### src/rtl/mult_pipe_fu.sv
// mult_pipe_fu: pipelined integer multiply unit (MUL/MULH/MULHSU/MULHU).
// Both operands are extended to 2*XLEN bits when an op is accepted. Each stage
// then folds one CHUNK-wide slice of opb into a running accumulator, so the
// product is complete once the op reaches the last stage.
// The whole pipe moves as one unit under CDB back-pressure. Flush squashes all
// in-flight ops.
// Optional build macro MULT_PIPE_PERF_EN adds the perf_issued and
// perf_stall_cycles counters.
module mult_pipe_fu #(
    parameter int XLEN       = 32,
    parameter int NUM_STAGES = 4,
    parameter int TAG_W      = 6,
    parameter int ROB_IDX_W  = 5
) (
    input  logic                 clock,
    input  logic                 reset_n,
    input  logic                 flush,
    input  logic                 in_valid,
    output logic                 in_ready,
    input  logic [XLEN-1:0]      in_opa,
    input  logic [XLEN-1:0]      in_opb,
    input  logic [1:0]           in_func,
    input  logic [TAG_W-1:0]     in_tag,
    input  logic [ROB_IDX_W-1:0] in_rob_idx,
    output logic                 out_valid,
    input  logic                 out_ready,
    output logic [XLEN-1:0]      out_result,
    output logic [TAG_W-1:0]     out_tag,
    output logic [ROB_IDX_W-1:0] out_rob_idx,
`ifdef MULT_PIPE_PERF_EN
    output logic                 busy,
    output logic [31:0]          perf_issued,
    output logic [31:0]          perf_stall_cycles
`else
    output logic                 busy
`endif
);

    localparam int W2    = 2 * XLEN;
    localparam int CHUNK = W2 / NUM_STAGES;
    localparam logic [1:0] FUNC_MUL   = 2'b00;
    localparam logic [1:0] FUNC_MULHU = 2'b11;

    logic [NUM_STAGES-1:0] stage_valid;
    logic                  advance;
    logic                  accept;
    logic [W2-1:0]         ext_opa;
    logic [W2-1:0]         ext_opb;

    // Stage registers (payload is not reset; only the valid bits are)
    logic [W2-1:0]        acc_q  [NUM_STAGES];
    logic [W2-1:0]        opa_q  [NUM_STAGES];
    logic [W2-1:0]        opb_q  [NUM_STAGES];
    logic [1:0]           func_q [NUM_STAGES];
    logic [TAG_W-1:0]     tag_q  [NUM_STAGES];
    logic [ROB_IDX_W-1:0] rob_q  [NUM_STAGES];

    // What each stage sees at its input, and its updated accumulator
    logic [W2-1:0]        src_acc  [NUM_STAGES];
    logic [W2-1:0]        src_opa  [NUM_STAGES];
    logic [W2-1:0]        src_opb  [NUM_STAGES];
    logic [1:0]           src_func [NUM_STAGES];
    logic [TAG_W-1:0]     src_tag  [NUM_STAGES];
    logic [ROB_IDX_W-1:0] src_rob  [NUM_STAGES];
    logic [W2-1:0]        acc_d    [NUM_STAGES];

    assign advance  = !stage_valid[NUM_STAGES-1] || out_ready;
    assign in_ready = advance;
    assign accept   = in_valid && in_ready && !flush;

    // Operand extension: opa is unsigned only for MULHU, opb is unsigned for MULHSU/MULHU
    always_comb begin
        ext_opa = (in_func == FUNC_MULHU) ? {{XLEN{1'b0}}, in_opa}
                                          : {{XLEN{in_opa[XLEN-1]}}, in_opa};
        ext_opb = in_func[1] ? {{XLEN{1'b0}}, in_opb}
                             : {{XLEN{in_opb[XLEN-1]}}, in_opb};
    end

    for (genvar k = 0; k < NUM_STAGES; k++) begin : g_stage
        if (k == 0) begin : g_head
            assign src_acc[k]  = '0;
            assign src_opa[k]  = ext_opa;
            assign src_opb[k]  = ext_opb;
            assign src_func[k] = in_func;
            assign src_tag[k]  = in_tag;
            assign src_rob[k]  = in_rob_idx;
        end else begin : g_body
            assign src_acc[k]  = acc_q[k-1];
            assign src_opa[k]  = opa_q[k-1];
            assign src_opb[k]  = opb_q[k-1];
            assign src_func[k] = func_q[k-1];
            assign src_tag[k]  = tag_q[k-1];
            assign src_rob[k]  = rob_q[k-1];
        end
        // Chunks are treated as unsigned. Their weighted sum equals ext_opb
        // modulo 2^W2, so the final accumulator is the full signed or unsigned
        // product.
        assign acc_d[k] = src_acc[k]
                        + ((src_opa[k] * W2'(src_opb[k][k*CHUNK +: CHUNK])) << (k*CHUNK));
    end

    // Payload shifts with the pipe and holds while stalled
    always_ff @(posedge clock) begin
        if (advance) begin
            for (int k = 0; k < NUM_STAGES; k++) begin
                acc_q[k]  <= acc_d[k];
                opa_q[k]  <= src_opa[k];
                opb_q[k]  <= src_opb[k];
                func_q[k] <= src_func[k];
                tag_q[k]  <= src_tag[k];
                rob_q[k]  <= src_rob[k];
            end
        end
    end

    // Valid bits: reset and flush squash everything and take priority over advance
    always_ff @(posedge clock) begin
        if (!reset_n || flush) begin
            stage_valid <= '0;
        end else if (advance) begin
            stage_valid[0] <= in_valid;
            for (int k = 1; k < NUM_STAGES; k++) begin
                stage_valid[k] <= stage_valid[k-1];
            end
        end
    end

    assign out_valid = stage_valid[NUM_STAGES-1];
    assign busy      = |stage_valid;

    // Output word select, forced to zero when no result is presented
    always_comb begin
        out_result  = '0;
        out_tag     = '0;
        out_rob_idx = '0;
        if (out_valid) begin
            out_result  = (func_q[NUM_STAGES-1] == FUNC_MUL) ? acc_q[NUM_STAGES-1][XLEN-1:0]
                                                             : acc_q[NUM_STAGES-1][W2-1:XLEN];
            out_tag     = tag_q[NUM_STAGES-1];
            out_rob_idx = rob_q[NUM_STAGES-1];
        end
    end

`ifdef MULT_PIPE_PERF_EN
    // Perf counters survive flush; only reset clears them
    always_ff @(posedge clock) begin
        if (!reset_n) begin
            perf_issued       <= '0;
            perf_stall_cycles <= '0;
        end else begin
            if (accept) perf_issued <= perf_issued + 32'd1;
            if (out_valid && !out_ready) perf_stall_cycles <= perf_stall_cycles + 32'd1;
        end
    end
`endif

endmodule

### config.mk
export PLATFORM = sky130hd
export DESIGN_NAME = mult_pipe_fu
export DESIGN_NICKNAME = d
export VERILOG_FILES = /design/src/rtl/mult_pipe_fu.sv
export SDC_FILE = /design/constraint.sdc
export NUM_CORES = 2
export LEC_CHECK = 0
export ABC_AREA = 1
export BUFFER_PORTS_ARGS = -buffer_cell sky130_fd_sc_hd__buf_2
export CAP_MARGIN = 10
export CORE_MARGIN = 1
export CORE_UTILIZATION = 45
export DETAILED_ROUTE_END_ITERATION = 7
export GPL_TIMING_DRIVEN = 0
export HOLD_SLACK_MARGIN = 0.05
export PLACE_DENSITY = 0.58
export SYNTH_ARGS = -nofsm -noshare
export SYNTH_HDL_FRONTEND = slang
export SYNTH_SLANG_ARGS = --single-unit
### constraint.sdc
create_clock -name clock -period 18.8 [get_ports clock]
set_input_delay 0.94 -clock clock [delete_from_list [all_inputs] [get_ports clock]]
set_output_delay 0.94 -clock clock [all_outputs]
set_load 0.02 [all_outputs]
==> reports/metrics.yaml <==
clock_tree:
  cts_sinks: 412
  cts_made_buffers: 46
  cts_max_path_buffers: 3
  hold_buffers: 0
  tritoncts: "built"
  htreeDepth: 2
  path_clk_slew_ns: 0.08
  post_cts_resized: 0
  cts_root_buf: "clkbuf_16"
  postCtsSetupRepairBufs: 0
  clock_latency_ns: 0.64
worst_setup_path:
  rrSetupSlack_ns: 9.15
  slowest_delay_ns: 0.76
  timing.rr.start: "opb_q[0][18]"
  critical_path_arrival_ns: 10.03
  start_kind: "flip-flop"
  path_class: "reg2reg"
  end_kind: "flip-flop"
  timing.rr.end: "acc_q[1][63]"
  reg2regPathDepth: 34
  crit_path_frequent_cell: "nand2_1"
  worstPathMaxFanout: 10
  worstPathRequired_ns: 19.18
  cpMaxStageDelayCell: "clkbuf_1"
timing:
  finalSetupViolations: 0
  worstMarginPinSlew_ns: 1.128
  post-route-period-util_pct: 51.33
  finClkSkew_ns: 0.02631
  hold_violations: 0
  rsz0062_at_grt: "no"
  relSlewSlack_pct: 24.03
  slew_violations: 0
  period_needed_ns: 9.650
  fmax_ghz: 0.1036
  finalSetupTns_ns: 0
floorplan:
  die_y_um: 386.5
  rows: 140
  coreArea_um2: 146100
  die_w_um: 386.5
  ioPinCount: 128
  start_util_pct: 45.53
  die_area_um2: 149400
synth:
  synth.area.top_cells: "fa_1, edfxtp_1, inv_1"
  synth.top_cell.area_share_pct: 38.55
  synth_area_leader_cell: "fa_1"
  ys_seq_area_share_pct: 18.54
  synth_enable_flop_cells: 408
  ys.flop_type: "edfxtp_1"
  syn_area_um2: 66520
  yosysUniqueCellTypes: 52
  async_flop_share_pct: 0
  synth-warning-count: 0
  synthCells: 7656
  syn_nets: 9382
  avgSynthCellArea_um2: 8.688
  ys_seq_elements: 412
layout:
  syn2layout_area_growth_pct: 7.050
  final_cell_mix: "inv_1, nand2_1, fa_1"
  layout_commonest_cell: "inv_1"
  n_fill_cell: 14390
  drive_above_1_share_pct: 3.724
  multiInputGateArea_um2: 45600
  seq_area_um2: 12330
  final_nets: 9555
detailed_routing:
  wl_per_cell_um: 22.28
  firstDrtPassIters: 6
  vias: 50380
  drc: 0
  wl_um: 218100
  routed_via_density: 5.147
  drt_iter0_markers: 3855
  postRouteAntennaNets: 0
placement:
  port_buffers: 122
  place_congestion: 0.9875
  hpwl_um: 188500
global_route:
  grt_pass1_wl_um: 328000
  grt.overflow.total: 0
  antenna_found_initial: 8
  grt_max_degree: 117
  first_global_vias: 53230
  grt_usage_pct: 29.60
min_path:
  hold_path.class: "reg2reg"
  hold_end: "acc_q[3][24]"
  hold_depth: 0
  hp-start: "acc_q[2][24]"
run:
  max_cap_viol_count: 0
outcome:
  status: "complete, no violations"
## per-stage QoR
| step | cell area (um2) | cells | worst slack (ns) | utilization, % | hold WS [ns] |
|---|---|---|---|---|---|
| final | 71210 | 9787 | 9.150 | 48.74 | 0.4053 |
| after global routing | 71200 | 9784 | 8.898 | 48.74 | 0.4147 |
| after CTS | 71200 | 9784 | 9.367 | 48.74 | 0.4062 |
| after detailed placement | 69620 | 9698 | 9.386 | 47.65 | 0.4045 |
| after global placement | 69530 | 9695 | 4.077 | 47.59 | 0.4012 |
| after floorplan | 66520 | 7656 | 8.806 | - | 0.4003 |
## registers in the layout, summed over array words and instances, names as in the netlist
register and cells:
rob_q 20, acc_q 256, tag_q 24, opa_q 81, stage_valid 4, func_q 8, opb_q 19
## layer usage
| metal | up-vias | global-route usage [%] | routed length [um] |
|---|---|---|---|
| met5 | - | 0 | 0 |
| met2 | 1796 | 48.23 | 101600 |
| met4 | 0 | 11.90 | 9945 |
| met3 | 408 | 5.265 | 16130 |
| met1 | 25220 | 39.10 | 90390 |
| li1 | 22960 | - | - |
## layout make-up
type	instances	share of cell area, %
multi-input cells	4958	64.04
flip-flops and latches	412	17.32
inverters	2019	10.65
well taps	1917	3.368
clock buffers	51	1.643
plain buffers	267	1.416
repair buffers	125	0.9735
clock inverters	35	0.5799
diodes	3	0.01054
## worst max-delay path by stage
| stage | from | to | slack, ns | cells past startpoint |
|---|---|---|---|---|
| after floorplan | out_ready | in_ready | 8.81 | 2 |
| after global placement | out_ready | in_ready | 4.08 | 4 |
| after detailed placement | opb_q[0][18] | acc_q[1][63] | 9.39 | 34 |
| after CTS | opb_q[0][18] | acc_q[1][63] | 9.37 | 34 |
| after global routing | opb_q[0][18] | acc_q[1][63] | 8.90 | 34 |
| final | opb_q[0][18] | acc_q[1][63] | 9.15 | 34 |
## cell usage after synthesis (37+ instances only)
library cell,number
inv_1,2013
nor2_1,388
fa_1,1281
edfxtp_1,408
nand3_1,146
clkbuf_1,260
a21oi_1,267
o21ai_0,171
xnor2_1,64
ha_1,363
xor2_1,161
a31oi_1,37
nand2_1,1800
## worst max-delay path: cells and delay by family, from the launching register on
| kind | cells | cell delay [ns] |
|---|---|---|
| adders and majority gates | 8 | 3.86 |
| DFF | 1 | 0.31 |
| AOI/OAI and AO/OA | 4 | 1.22 |
| and+or+nand+nor | 15 | 2.15 |
| buffers and inverters | 7 | 1.82 |
## logic make-up after synthesis
logic type | synth area share [%]
flip-flops | 18.54
buffers and inverters | 12.91
adder cells (fa/ha/maj) | 45.38
AO/OA/AOI/OAI | 5.271
AND/OR/NAND/NOR | 14.94
XOR/XNOR | 2.963
Power is left out: the tool's default activity adds up to more than one toggle a clock period on the data nets, which glitch-free logic cannot reach.
